`src/rtl/fifo_trace_writer_if.sv`:
```
// fifo_trace_writer_if: AXI-stream beat bundle tapped by the trace writer.
//   tdata  - beat data, IN_WIDTH bits
//   tkeep  - byte enables, contiguous from bit 0, all-ones on non-last beats
//   tvalid - beat present; there is no tready, so every valid beat is consumed
//   tlast  - last beat of the packet
// The master modport is the stream source; the slave modport is the passive tap.
interface fifo_trace_writer_if #(
    parameter int unsigned IN_WIDTH = 64
);
    logic [IN_WIDTH-1:0]   tdata;
    logic [IN_WIDTH/8-1:0] tkeep;
    logic                  tvalid;
    logic                  tlast;

    modport master (output tdata, tkeep, tvalid, tlast);
    modport slave  (input  tdata, tkeep, tvalid, tlast);
endinterface

```
`src/rtl/fifo_trace_writer.sv`:
```
// fifo_trace_writer: passive capture front-end for the overwrite-on-full FIFO.
// Packs whole packets from a tapped AXI stream into self-describing entries of
// OUT_WIDTH bits: BEATS payload beats in the low bits, a metadata field in the top
// META_WIDTH bits. One fifo_wr_en pulse is issued per entry, and entries written
// while the FIFO is full are counted because they overwrite older data.
//
// Ports:
//   wr_clk        - capture and FIFO write clock
//   reset         - synchronous, active-high
//   capture_en    - capture enable, acted on only at packet boundaries
//   s_axis        - tapped stream (slave modport, no backpressure)
//   fifo_full     - FIFO full flag
//   fifo_wr_en    - one-cycle write strobe
//   fifo_data     - entry, valid while fifo_wr_en is high
//   pkt_cnt       - packets fully captured, wraps
//   overwrite_cnt - entries written while full, saturates
//   busy          - high while a packet is being captured
//
// Metadata layout (relative to the metadata field):
//   [63:48] seq  [47:16] timestamp of first beat  [15:8] byte count
//   [7] sof  [6] eof  [5] overflow  [4:0] zero
module fifo_trace_writer #(
    parameter int unsigned IN_WIDTH   = 64,
    parameter int unsigned OUT_WIDTH  = 512,
    parameter int unsigned META_WIDTH = 64,
    parameter int unsigned BEATS      = (OUT_WIDTH - META_WIDTH) / IN_WIDTH
) (
    input  logic                 wr_clk,
    input  logic                 reset,
    input  logic                 capture_en,
    fifo_trace_writer_if.slave   s_axis,
    input  logic                 fifo_full,
    output logic                 fifo_wr_en,
    output logic [OUT_WIDTH-1:0] fifo_data,
    output logic [31:0]          pkt_cnt,
    output logic [31:0]          overwrite_cnt,
    output logic                 busy
);

    localparam int unsigned KEEP_W = IN_WIDTH / 8;
    localparam int unsigned PAY_W  = BEATS * IN_WIDTH;
    localparam int unsigned IDX_W  = (BEATS > 1) ? $clog2(BEATS) : 1;
    localparam int unsigned CNT_W  = $clog2(KEEP_W + 1);
    localparam logic [IDX_W-1:0] LAST_IDX = IDX_W'(BEATS - 1);

    typedef enum logic [1:0] {
        StIdle,
        StCapture,
        StSkip
    } state_e;

    state_e                 r_state;
    state_e                 w_state_d;
    logic                   r_in_pkt;
    logic [31:0]            r_ts;
    logic [15:0]            r_seq;
    logic [IDX_W-1:0]       r_idx;
    logic [PAY_W-1:0]       r_payload;
    logic [31:0]            r_entry_ts;
    logic                   r_entry_sof;
    logic                   r_wr_en;
    logic [OUT_WIDTH-1:0]   r_data;
    logic [31:0]            r_pkt_cnt;
    logic [31:0]            r_overwrite_cnt;
    logic                   r_ovf;

    logic                   w_sof_beat;
    logic                   w_take;
    logic                   w_close;
    logic                   w_first;
    logic [PAY_W-1:0]       w_payload;
    logic [31:0]            w_ts_e;
    logic                   w_sof_e;
    logic [CNT_W-1:0]       w_keep_cnt;
    logic [7:0]             w_bytes;
    logic                   w_ovf;
    logic [META_WIDTH-1:0]  w_meta;
    logic [OUT_WIDTH-1:0]   w_entry;

    // A beat seen while no packet is open starts a new packet.
    assign w_sof_beat = !r_in_pkt;

    // In IDLE only an enabled SOF beat is captured; CAPTURE takes every beat.
    assign w_take = s_axis.tvalid &&
                    (((r_state == StIdle) && capture_en && w_sof_beat) ||
                     (r_state == StCapture));
    assign w_close = w_take && (s_axis.tlast || (r_idx == LAST_IDX));
    assign w_first = (r_idx == '0);

    // A flag raised by a full write in this very cycle must still reach an entry
    // that closes on the same edge.
    assign w_ovf = r_ovf | (r_wr_en & fifo_full);

    always_comb begin
        w_state_d = r_state;
        unique case (r_state)
            StIdle: begin
                if (s_axis.tvalid && capture_en && !s_axis.tlast) begin
                    w_state_d = w_sof_beat ? StCapture : StSkip;
                end
            end
            StCapture: begin
                if (s_axis.tvalid && s_axis.tlast) begin
                    w_state_d = StIdle;
                end
            end
            StSkip: begin
                if (s_axis.tvalid && s_axis.tlast) begin
                    w_state_d = StIdle;
                end
            end
            default: w_state_d = StIdle;
        endcase
    end

    always_comb begin
        w_keep_cnt = '0;
        for (int i = 0; i < KEEP_W; i++) begin
            w_keep_cnt = w_keep_cnt + CNT_W'(s_axis.tkeep[i]);
        end
        // Earlier beats of the entry are always full-keep.
        w_bytes = 8'({r_idx, 3'b000}) + 8'(w_keep_cnt);
    end

    always_comb begin
        // Starting a fresh entry clears stale beats so unused slots read zero.
        w_payload = w_first ? '0 : r_payload;
        for (int k = 0; k < BEATS; k++) begin
            if (r_idx == IDX_W'(k)) begin
                w_payload[k*IN_WIDTH +: IN_WIDTH] = s_axis.tdata;
            end
        end
        w_ts_e  = w_first ? r_ts : r_entry_ts;
        w_sof_e = w_first ? (r_state == StIdle) : r_entry_sof;
    end

    always_comb begin
        w_meta        = '0;
        w_meta[63:48] = r_seq;
        w_meta[47:16] = w_ts_e;
        w_meta[15:8]  = w_bytes;
        w_meta[7]     = w_sof_e;
        w_meta[6]     = s_axis.tlast;
        w_meta[5]     = w_ovf;

        w_entry                                = '0;
        w_entry[PAY_W-1:0]                     = w_payload;
        w_entry[OUT_WIDTH-1 -: META_WIDTH]     = w_meta;
    end

    always_ff @(posedge wr_clk) begin
        if (reset) begin
            r_state  <= StIdle;
            r_in_pkt <= 1'b0;
            r_ts     <= '0;
        end else begin
            r_state <= w_state_d;
            r_ts    <= r_ts + 32'd1;
            if (s_axis.tvalid) begin
                r_in_pkt <= !s_axis.tlast;
            end
        end
    end

    always_ff @(posedge wr_clk) begin
        if (reset) begin
            r_idx       <= '0;
            r_payload   <= '0;
            r_entry_ts  <= '0;
            r_entry_sof <= 1'b0;
            r_wr_en     <= 1'b0;
            r_data      <= '0;
            r_seq       <= '0;
            r_pkt_cnt   <= '0;
        end else begin
            r_wr_en <= w_close;
            if (w_take) begin
                r_idx       <= w_close ? '0 : r_idx + IDX_W'(1);
                r_payload   <= w_payload;
                r_entry_ts  <= w_ts_e;
                r_entry_sof <= w_sof_e;
            end
            if (w_close) begin
                r_data <= w_entry;
            end
            if (w_take && s_axis.tlast) begin
                r_seq     <= r_seq + 16'd1;
                r_pkt_cnt <= r_pkt_cnt + 32'd1;
            end
        end
    end

    always_ff @(posedge wr_clk) begin
        if (reset) begin
            r_overwrite_cnt <= '0;
            r_ovf           <= 1'b0;
        end else if (r_wr_en) begin
            if (fifo_full) begin
                r_ovf <= 1'b1;
                if (r_overwrite_cnt != 32'hFFFF_FFFF) begin
                    r_overwrite_cnt <= r_overwrite_cnt + 32'd1;
                end
            end else begin
                // This write carried the flag, so it has been reported.
                r_ovf <= 1'b0;
            end
        end
    end

    assign fifo_wr_en    = r_wr_en;
    assign fifo_data     = r_data;
    assign pkt_cnt       = r_pkt_cnt;
    assign overwrite_cnt = r_overwrite_cnt;
    assign busy          = (r_state == StCapture);

endmodule
```
`src/flat_wrapper.sv`:
```
// flat-port wrapper written by rule: the top's interface ports become plain ports
module fifo_trace_writer_flat 
#(
    parameter int unsigned IN_WIDTH   = 64,
    parameter int unsigned OUT_WIDTH  = 512,
    parameter int unsigned META_WIDTH = 64,
    parameter int unsigned BEATS      = (OUT_WIDTH - META_WIDTH) / IN_WIDTH
)
  (wr_clk, reset, capture_en, fifo_full, fifo_wr_en, fifo_data, pkt_cnt, overwrite_cnt, busy, s_axis_tdata, s_axis_tkeep, s_axis_tvalid, s_axis_tlast);
  fifo_trace_writer_if #(.IN_WIDTH(IN_WIDTH)) s_axis_i ();
  input  logic wr_clk;
  input  logic reset;
  input  logic capture_en;
  input  logic fifo_full;
  output logic fifo_wr_en;
  output logic [OUT_WIDTH-1:0] fifo_data;
  output logic [31:0] pkt_cnt;
  output logic [31:0] overwrite_cnt;
  output logic busy;
  input wire logic [$bits(s_axis_i.tdata)-1:0] s_axis_tdata;
  input wire logic [$bits(s_axis_i.tkeep)-1:0] s_axis_tkeep;
  input wire logic [$bits(s_axis_i.tvalid)-1:0] s_axis_tvalid;
  input wire logic [$bits(s_axis_i.tlast)-1:0] s_axis_tlast;
  assign s_axis_i.tdata = s_axis_tdata;
  assign s_axis_i.tkeep = s_axis_tkeep;
  assign s_axis_i.tvalid = s_axis_tvalid;
  assign s_axis_i.tlast = s_axis_tlast;
  fifo_trace_writer #(.IN_WIDTH(IN_WIDTH), .OUT_WIDTH(OUT_WIDTH), .META_WIDTH(META_WIDTH), .BEATS(BEATS)) u_core (.wr_clk(wr_clk), .reset(reset), .capture_en(capture_en), .s_axis(s_axis_i), .fifo_full(fifo_full), .fifo_wr_en(fifo_wr_en), .fifo_data(fifo_data), .pkt_cnt(pkt_cnt), .overwrite_cnt(overwrite_cnt), .busy(busy));
endmodule
```
`config.mk`:
```
export PLATFORM = sky130hd
export DESIGN_NAME = fifo_trace_writer_flat
export DESIGN_NICKNAME = d
export VERILOG_FILES = /design/src/rtl/fifo_trace_writer_if.sv /design/src/rtl/fifo_trace_writer.sv /design/src/flat_wrapper.sv
export SDC_FILE = /design/constraint.sdc
export NUM_CORES = 2
export LEC_CHECK = 0
export CAP_MARGIN = 20
export CORE_ASPECT_RATIO = 1.5
export CORE_MARGIN = 2
export CORE_UTILIZATION = 25
export DETAILED_ROUTE_END_ITERATION = 6
export MAX_ROUTING_LAYER = met4
export PLACE_DENSITY = 0.44
export SLEW_MARGIN = 10
export SYNTH_ARGS = -nofsm -noshare
export SYNTH_HDL_FRONTEND = slang
export SYNTH_SLANG_ARGS = --single-unit
```
`constraint.sdc`:
```
create_clock -name wr_clk -period 8.66 [get_ports wr_clk]
set_input_delay 0.866 -clock wr_clk [delete_from_list [all_inputs] [get_ports wr_clk]]
set_output_delay 0.866 -clock wr_clk [all_outputs]
set_load 0.01 [all_outputs]
```
# After elaboration in Yosys (flattened, before gate mapping)
# Cells that the tools add are included.
# classes
add_sub_neg	13
n_eq_ne	11
n_mux	16
bitwise_logic	2
reduce_logical	17
# op_table
operator	count
2-to-1 mux 448 bit	1
2-to-1 mux 64 bit	7
adder 32 x 1 -> 32 bit, second input constant	3
2-to-1 mux 32 bit	1
!= test 32 bit, second input constant	1
adder 4 x 1 -> 4 bit	6
adder 16 x 1 -> 16 bit, second input constant	1
== test 3 bit, second input constant	3
logical AND 1 bit	8
adder 6 x 4 -> 7 bit	1
== test 3 x 2 -> 1 bit, second input constant	2
2-to-1 mux 2 bit	3
case mux 2 bit (2 select lines)	1
adder 3 x 1 -> 3 bit, second input constant	1
== test 3 x 1 -> 1 bit, second input constant	1
zero test 3 bit	1
2-to-1 mux 3 bit	1
AND reduction 3 bit	1
adder 1 x 1 -> 2 bit	1
== test 2 x 1 -> 1 bit, second input constant	1
== test 2 bit, second input constant	1
zero test 1 bit	2
zero test 2 bit	1
logical OR 1 bit	2
other kinds (7)	8
# word_totals
regBits	1108
inputBits	78
out_inout_bits	578
word_cells	72

# Depth between registers and ports, before layout
# depth
ltp_word	8
depth_mapped	12
mapped_depth_nobuf	12

# Worst setup path after synthesis
# Ideal clock, no wire load.
# synth_timing
path_kind	input to register
startpoint	input s_axis_tkeep[0]
endpoint	register u_core.r_data[461], in the netlist u_core.fifo_data[461]
arrival_time_ns	3.257
required_time_ns	8.574
slack_ns	5.318
path_stages	12
path_buffers	0
path_cell_list	ha_1 > inv_1 > fa_1 > fa_1 > inv_1 > ha_1 > nor2b_1 > o21a_1 > ha_1 > ha_1 > xnor2_1 > a211oi_1
# synth_between
elab_chain_len	8
# synth_lines
item	line_no	source
start: declaration	flat_wrapper.sv:21	input wire logic [$bits(s_axis_i.tkeep)-1:0] s_axis_tkeep;
adder 1 x 1 -> 2 bit	fifo_trace_writer.sv:119	w_keep_cnt = w_keep_cnt + CNT_W'(s_axis.tkeep[i]);
adder 4 x 1 -> 4 bit (6 in series)	fifo_trace_writer.sv:119	
adder 6 x 4 -> 7 bit	fifo_trace_writer.sv:122	w_bytes = 8'({r_idx, 3'b000}) + 8'(w_keep_cnt);
end signal: assignment	fifo_trace_writer.sv:184	r_data <= w_entry;
end: declaration	fifo_trace_writer.sv:62	logic [OUT_WIDTH-1:0] r_data;
# Every way passes these cells.
# A chain may end at the register's enable or synchronous reset.

# Worst setup path in the final report
# layout_timing
startpoint	register u_core.r_state[0]
endpoint	register u_core.r_payload[172]
# layout_between
elab_chain_len	5
word_cells_on_any_way	6
classes_between	eq/ne: 1; reduce/logical: 5
# layout_lines
item	line_no	source
start: declaration	fifo_trace_writer.sv:52	state_e r_state;
start signal: assignment	fifo_trace_writer.sv:153	r_state <= StIdle;
start signal: assignment	fifo_trace_writer.sv:157	r_state <= w_state_d;
zero test 2 bit	fifo_trace_writer.sv:85	(((r_state == StIdle) && capture_en && w_sof_beat) ||
logical AND 1 bit (2 in series)	fifo_trace_writer.sv:85	
logical OR 1 bit (*)	fifo_trace_writer.sv:85	
logical AND 1 bit (*)	fifo_trace_writer.sv:84	assign w_take = s_axis.tvalid &&
end signal: assignment	fifo_trace_writer.sv:179	r_payload <= w_payload;
end: declaration	fifo_trace_writer.sv:58	logic [PAY_W-1:0] r_payload;
# Mark *: on every way between the ends. The rest lies on a longest branch, timed or not.

==> out/results.tsv <==
metric	value	unit
Tot Pwr	12100	uW
max_slew headroom	21.5	%
Sinks on Clock Net	1107	
P&R area growth vs syn	25.8	%
synthesized netlist cell count	5592	
# nets final	5946	
all-layer global routing usage	19.2	%
final setup violation count	0	
Worst setup EP type	flop	
synthesized area per cell	8.00	sq um
reg2reg setup slack	4.75	ns
crit path kind	reg2reg	
critical-path maximum fanout	225	
vias post-DR	40100	
post-synthesis sequential area ratio	49.6	%
reg2reg path depth	8	
Bufs on Longest Clock Path	3	
Hold/Removal Path Class	reg2reg	
DRC Markers	0	
WHS	0.452	ns
maxcap violations	0	
overflow left after global routing	0	
Post-DP Area	0.0522	sq mm
Critical Path AT	4.55	ns
CTS Hold Bufs	0	
largest net degree at the start of global routing	226	
Critical Path Start	u_core.r_state[0]$_SDFFE_PP0P_	
ordered cell list for the critical path	inv_1 > ha_1 > and3b_1 > o21a_4 > buf_4 > buf_12 > nor2_1 > a211oi_1	
Reg clk slew, reported paths	0.06	ns
measured slew at the worst slew-check pin	1.18	ns
Post-Synth Simple-Gate Area	21.1	%
# fillers	18800	
die area	0.182	sq mm
chip width	349	microns
die height	522	microns
peak supply drop	0.179	mV
Final Skew	0.0264	ns
Final Hold Vio Count	0	
remaining antenna violation count	0	
Clock Latency Late Sink	0.75	ns
Top-Level Pins	656	
Post-CTS Repair Setup Buffers	0	
Crit path depth	8	
hpwl dp	108	mm
Leak	0.0174	uW
fin crit share	45.2	%
fraction of registers with async set/reset	0	%
Startpoint Class	flop	
pre-CTS worst setup slack	4.23	ns
final setup margin	4.75	ns
Top delay family on crit path	buffers and inverters	
Tmin final	3.91	ns
initial core utilization	25.1	%
post-route cell area	0.0563	sq mm
post-synthesis mux area share	0.176	%
Setup crit end	u_core.r_payload[172]$_SDFFE_PP0P_	
Post-synth top flop	dfxtp_1	
critical-path cell with the highest stage delay	buf_4	
EDFF count, synth	0	
Multi-input gate area	0.0201	sq mm
CORE AREA	0.178	sq mm
H-tree Lvls	3	
Netlist cell types	57	
First-pass DRT Iterations	7	
Wirelength per Cell	21.3	microns
FF-to-FF Start	u_core.r_state[0]$_SDFFE_PP0P_	
status	completed	
Vias/cell	4.86	
TritonCTS clock tree	done	
Clock Root Buffer	clkbuf_16	
row count	190	
Slew Limit Fails	0	
CP peak stage delay	0.71	ns
antenna violations before repair	13	
RSZ-0062 raised after global routing	no	
achievable clock frequency	0.256	GHz
Power Dens Cells	214	mW/mm^2
XOR/XNOR Fraction of Synth Area	1.53	%
Final GP Congestion	0.803	
first-pass GRT wire length	259	mm
PortBufs	649	
CTS buffer count	117	
synthesized area	0.0447	sq mm
vias in the first global route	37600	
Post-Synth Adder-Cell Area	0.627	%
complex-gate fraction of the synthesized area	21.1	%
Post-Route WL	176	mm
post-cts sizing count	0	
largest family of logic cells by synthesized area	simple AND/OR/NAND/NOR gates	
share of cells above drive strength 1	4.69	%
WP data required	9.29	ns
Buf/Inv on CP	3	
reg2reg end	u_core.r_payload[172]$_SDFFE_PP0P_	
DRT iter0 DRCs	2713	
setup TNS	0	ns
register area	0.0222	sq mm
Synth Warn #	0	
Seq cells post-synth	1107	
-- cell type report --
type / instances / area share [%]
timing repair buffer: 698 / 12.4
sequential: 1107 / 39.4
antenna: 14 / 0.0623
clock buffer: 166 / 5.98
tap: 2304 / 5.12
clock inverter: 51 / 1.15
multi-input combinational: 3900 / 35.7
inverter: 24 / 0.160
-- Yosys cell counts, drive strengths merged (2+ instances only) --
| library cell | instances | area share [%] |
|---|---|---|
| nor3 | 16 | 0.19 |
| a211oi | 523 | 8.8 |
| nand4 | 42 | 0.62 |
| nor2b | 77 | 1.1 |
| a311oi | 98 | 1.9 |
| o31ai | 2 | 0.034 |
| dfxtp | 1107 | 50 |
| a31oi | 64 | 0.90 |
| and3 | 10 | 0.14 |
| or3 | 18 | 0.25 |
| nand2 | 1303 | 11 |
| a21oi | 600 | 6.7 |
| a31o | 2 | 0.039 |
| nand3 | 37 | 0.41 |
| ha | 16 | 0.45 |
| xnor2 | 47 | 0.92 |
| and4 | 18 | 0.36 |
| inv | 24 | 0.20 |
| and2 | 8 | 0.11 |
| xor2 | 31 | 0.61 |
| buf | 222 | 2.8 |
| nor4b | 2 | 0.053 |
| fa | 4 | 0.18 |
| nor4 | 15 | 0.24 |
| a2111oi | 2 | 0.056 |
| o21ai | 23 | 0.26 |
| nand2b | 5 | 0.070 |
| nor2 | 779 | 6.5 |
| o21a | 4 | 0.067 |
| clkbuf | 344 | 2.9 |
| mux2 | 7 | 0.18 |
| or4 | 4 | 0.067 |
| a22oi | 128 | 2.1 |
-- cells in the final DEF, fill, tap and decap left out, drive strengths merged, types with 14 or more instances in the layout --
cell type,instances
a31oi,64
dfxtp,1107
xor2,31
a311oi,98
inv,32
ha,16
nor3,16
o21ai,23
clkdlybuf4s50,648
clkbuf,166
and4,18
nand2,1303
or3,18
nand4,42
nor4,15
a211oi,523
buf,50
a21oi,600
nor2b,77
a22oi,128
xnor2,47
nor2,779
nand3,37
clkinv,23
diode,14
-- metrics by stage --
| step | utilization [%] | instances |
|---|---|---|
| 6_report | 31.6 | 8264 |
| 5_1_grt | 31.5 | 8255 |
| 4_1_cts | 31.5 | 8249 |
| 3_5_place_dp | 29.3 | 8032 |
| 3_3_place_gp | 29.3 | 8031 |
| 2_1_floorplan | - | 5597 |
-- how the worst min path moves through the flow --
stage | start | end | slack, ns | cells past startpoint
floorplan | u_core.r_state[1]$_SDFFE_PP0P_ | u_core.r_state[1]$_SDFFE_PP0P_ | 0.43 | 2
global placement | u_core.fifo_data[458]$_SDFFE_PP0P_ | u_core.fifo_data[458]$_SDFFE_PP0P_ | 0.44 | 2
detailed placement | u_core.fifo_data[458]$_SDFFE_PP0P_ | u_core.fifo_data[458]$_SDFFE_PP0P_ | 0.45 | 2
CTS | u_core.r_payload[342]$_SDFFE_PP0P_ | u_core.r_payload[342]$_SDFFE_PP0P_ | 0.46 | 2
global route | u_core.r_entry_ts[26]$_SDFFE_PP0P_ | u_core.r_entry_ts[26]$_SDFFE_PP0P_ | 0.47 | 2
finish | u_core.r_payload[342]$_SDFFE_PP0P_ | u_core.r_payload[342]$_SDFFE_PP0P_ | 0.45 | 2
-- power breakdown --
group	total [uW]	leakage (uW)	switching, uW	internal [uW]
clock network	5360	0.00197	2270	3090
logic	1280	0.00641	850	428
registers	5430	0.00900	122	5310
-- kinds of logic (layout without fill, tap and decap cells) --
kind of cell | after synthesis | after routing
compound gates | 1452 | 1452
xor+xnor | 78 | 78
fa+ha+maj | 20 | 20
buf+inv | 590 | 939
flops | 1107 | 1107
mux | 7 | 7
other cells | 1 | 20
simple gates | 2337 | 2337
-- routing by layer --
metal | vias up | part of all wire [%] | GRT usage, %
met5 | - | 0 | -
met4 | 0 | 2.1 | 4.59
met1 | 19200 | 45 | 24.8
met3 | 186 | 8.2 | 5.69
met2 | 1084 | 45 | 29.3
li1 | 19700 | - | -
-- flip-flops by register name, indices dropped and copies added (netlist names) --
register	cells
u_core.r_ts	32
u_core.r_entry_sof	1
u_core.r_idx	3
u_core.r_payload	448
u_core.fifo_wr_en	1
u_core.r_entry_ts	32
u_core.pkt_cnt	32
u_core.overwrite_cnt	32
u_core.r_state	2
u_core.r_ovf	1
u_core.fifo_data	506
u_core.r_seq	16
u_core.r_in_pkt	1
-- worst reg2reg max path, cell delays in order, from the launching register on --
cell      delay (ns)
dfxtp_1         0.33
inv_1           0.06
ha_1            0.32
and3b_1         0.45
o21a_4          0.59
buf_4           0.74
buf_12          0.60
nor2_1          0.45
a211oi_1        0.26
Power figures use the tool's default switching activity.
==> RTL edit, RTL diff (same flow settings) <==
Put one more register stage on the output `overwrite_cnt`, cleared by the reset. The value now appears one clock later. The other outputs are not delayed to match.
--- a/src/rtl/fifo_trace_writer.sv
+++ b/src/rtl/fifo_trace_writer.sv
@@ -212,3 +212,9 @@
     assign pkt_cnt       = r_pkt_cnt;
-    assign overwrite_cnt = r_overwrite_cnt;
+    always_ff @(posedge wr_clk) begin
+        if (reset) begin
+            overwrite_cnt <= '0;
+        end else begin
+            overwrite_cnt <= r_overwrite_cnt;
+        end
+    end
     assign busy          = (r_state == StCapture);
Behaviour: not the same (a bounded check fails within 4 cycles, from zero or initial values and one cycle with reset high).
==> RTL edit against the unedited design <==
Die area up 2.0%; critical path depth unchanged; synthesized cell count up 0.80%; via count up 0.38%; clock skew up 13 ps; worst setup slack better by 96 ps; synthesized area up 2.0%; combinational power down 7%; cell area up 1.7%; total power down 0.53%; count of clock-buffer cells in the layout up 7; routed wire length up 0.60%; sequential cell count up 32.
==> RTL edit: results (changes against the unedited design) <==
* Grt met3 use at 0.0496 (was 0.0569)
* Cts bufs inserted at 119 (was 117)
* Max-Slew Margin vs Limit at 0.189 (was 0.215)
* Post-Syn Instances at 5637 (was 5592)
* Final nets at 6003 (was 5946)
* GRT met2 Usage at 0.315 (was 0.293)
* Place WS at 4260 ps (was 4230 ps)
* Antenna violations before repair at 1 (was 13)
* Final Wtd Congestion at 0.786 (was 0.803)
* Total Routing Usage GR at 0.189 (was 0.192)
* Crit path to: u_core.fifo_data[405] (was u_core.r_payload[172])
* Avg WL per Cell at 21.0 um (was 21.3 um)
* Clock Skew at 39.2 ps (was 26.4 ps)
* Avg Vias per Cell at 4.78 (was 4.86)
* FF-to-FF setup slack at 4840 ps (was 4750 ps)
* Critical Path AT at 4490 ps (was 4550 ps)
* Leak Pwr at 17.8 nW (was 17.4 nW)
* Fin Hold WS at 452 ps (about the same)
* Placed Area at 0.0532 sq mm (was 0.0522 sq mm)
* Worst Setup SP: u_core.r_idx[0] (was u_core.r_state[0])
* Maximum VDD drop at 0.000168 V (was 0.000179 V)
* Fillers at 19400 (was 18800)
* Largest net degree at the start of global routing at 215 (was 226)
* GRT met1 Usage at 0.222 (was 0.248)
* Status: finished, final reports clean (unchanged)
-- RTL edit: cell types whose count changed after synthesis, sizes merged, moves of 10 or more --
cell,unedited run,this run
or3,18,8
mux2,7,17
xnor2,47,29
clkbuf,344,310
nor2b,77,99
dfxtp,1107,1139
buf,222,249
-- RTL edit: cell families (layout without fill, tap and decap cells) --
kind of cell / count (synthesis) / in the layout / synth area share
and+or+nand+nor: 2358 / 2358 / 0.211
DFF: 1139 / 1139 / 0.500
adders and majority gates: 20 / 20 / 0.00614
AOI/OAI and AO/OA: 1443 / 1443 / 0.206
other: 1 / 7 / 0.0000822
muxes: 17 / 17 / 0.00428
buffers and inverters: 591 / 955 / 0.0596
xor gates and xnor gates: 68 / 68 / 0.0131
-- RTL edit: report_power, final --
part / total (mW) / leakage [nW] / switching [mW] / internal [mW]
Sequential: 5.58 / 9.26 / 0.125 / 5.45
Clock: 5.24 / 1.96 / 2.33 / 2.91
Combinational: 1.19 / 6.60 / 0.778 / 0.411
Total: 12.0 / 17.8 / 3.23 / 8.77
-- RTL edit: tightest hold or removal path, stage by stage (launching register included) --
cell and delay, ps:
dfxtp_1 310, nand2_1 50, a21oi_1 50
-- RTL edit: metal layers --
layer  share of wire  up-vias
li1                -    19800
met1            0.41    19200
met2            0.49     1070
met3           0.073      220
met4           0.027        0
met5               0        -
-- RTL edit: layout make-up --
cell class / instances / share of cell area
clock inverter: 49 / 0.00919
timing repair buffer: 701 / 0.123
tap: 2425 / 0.0530
inverter: 32 / 0.00210
multi-input combinational: 3912 / 0.354
clock buffer: 173 / 0.0600
sequential: 1139 / 0.399
antenna: 1 / 0.0000437
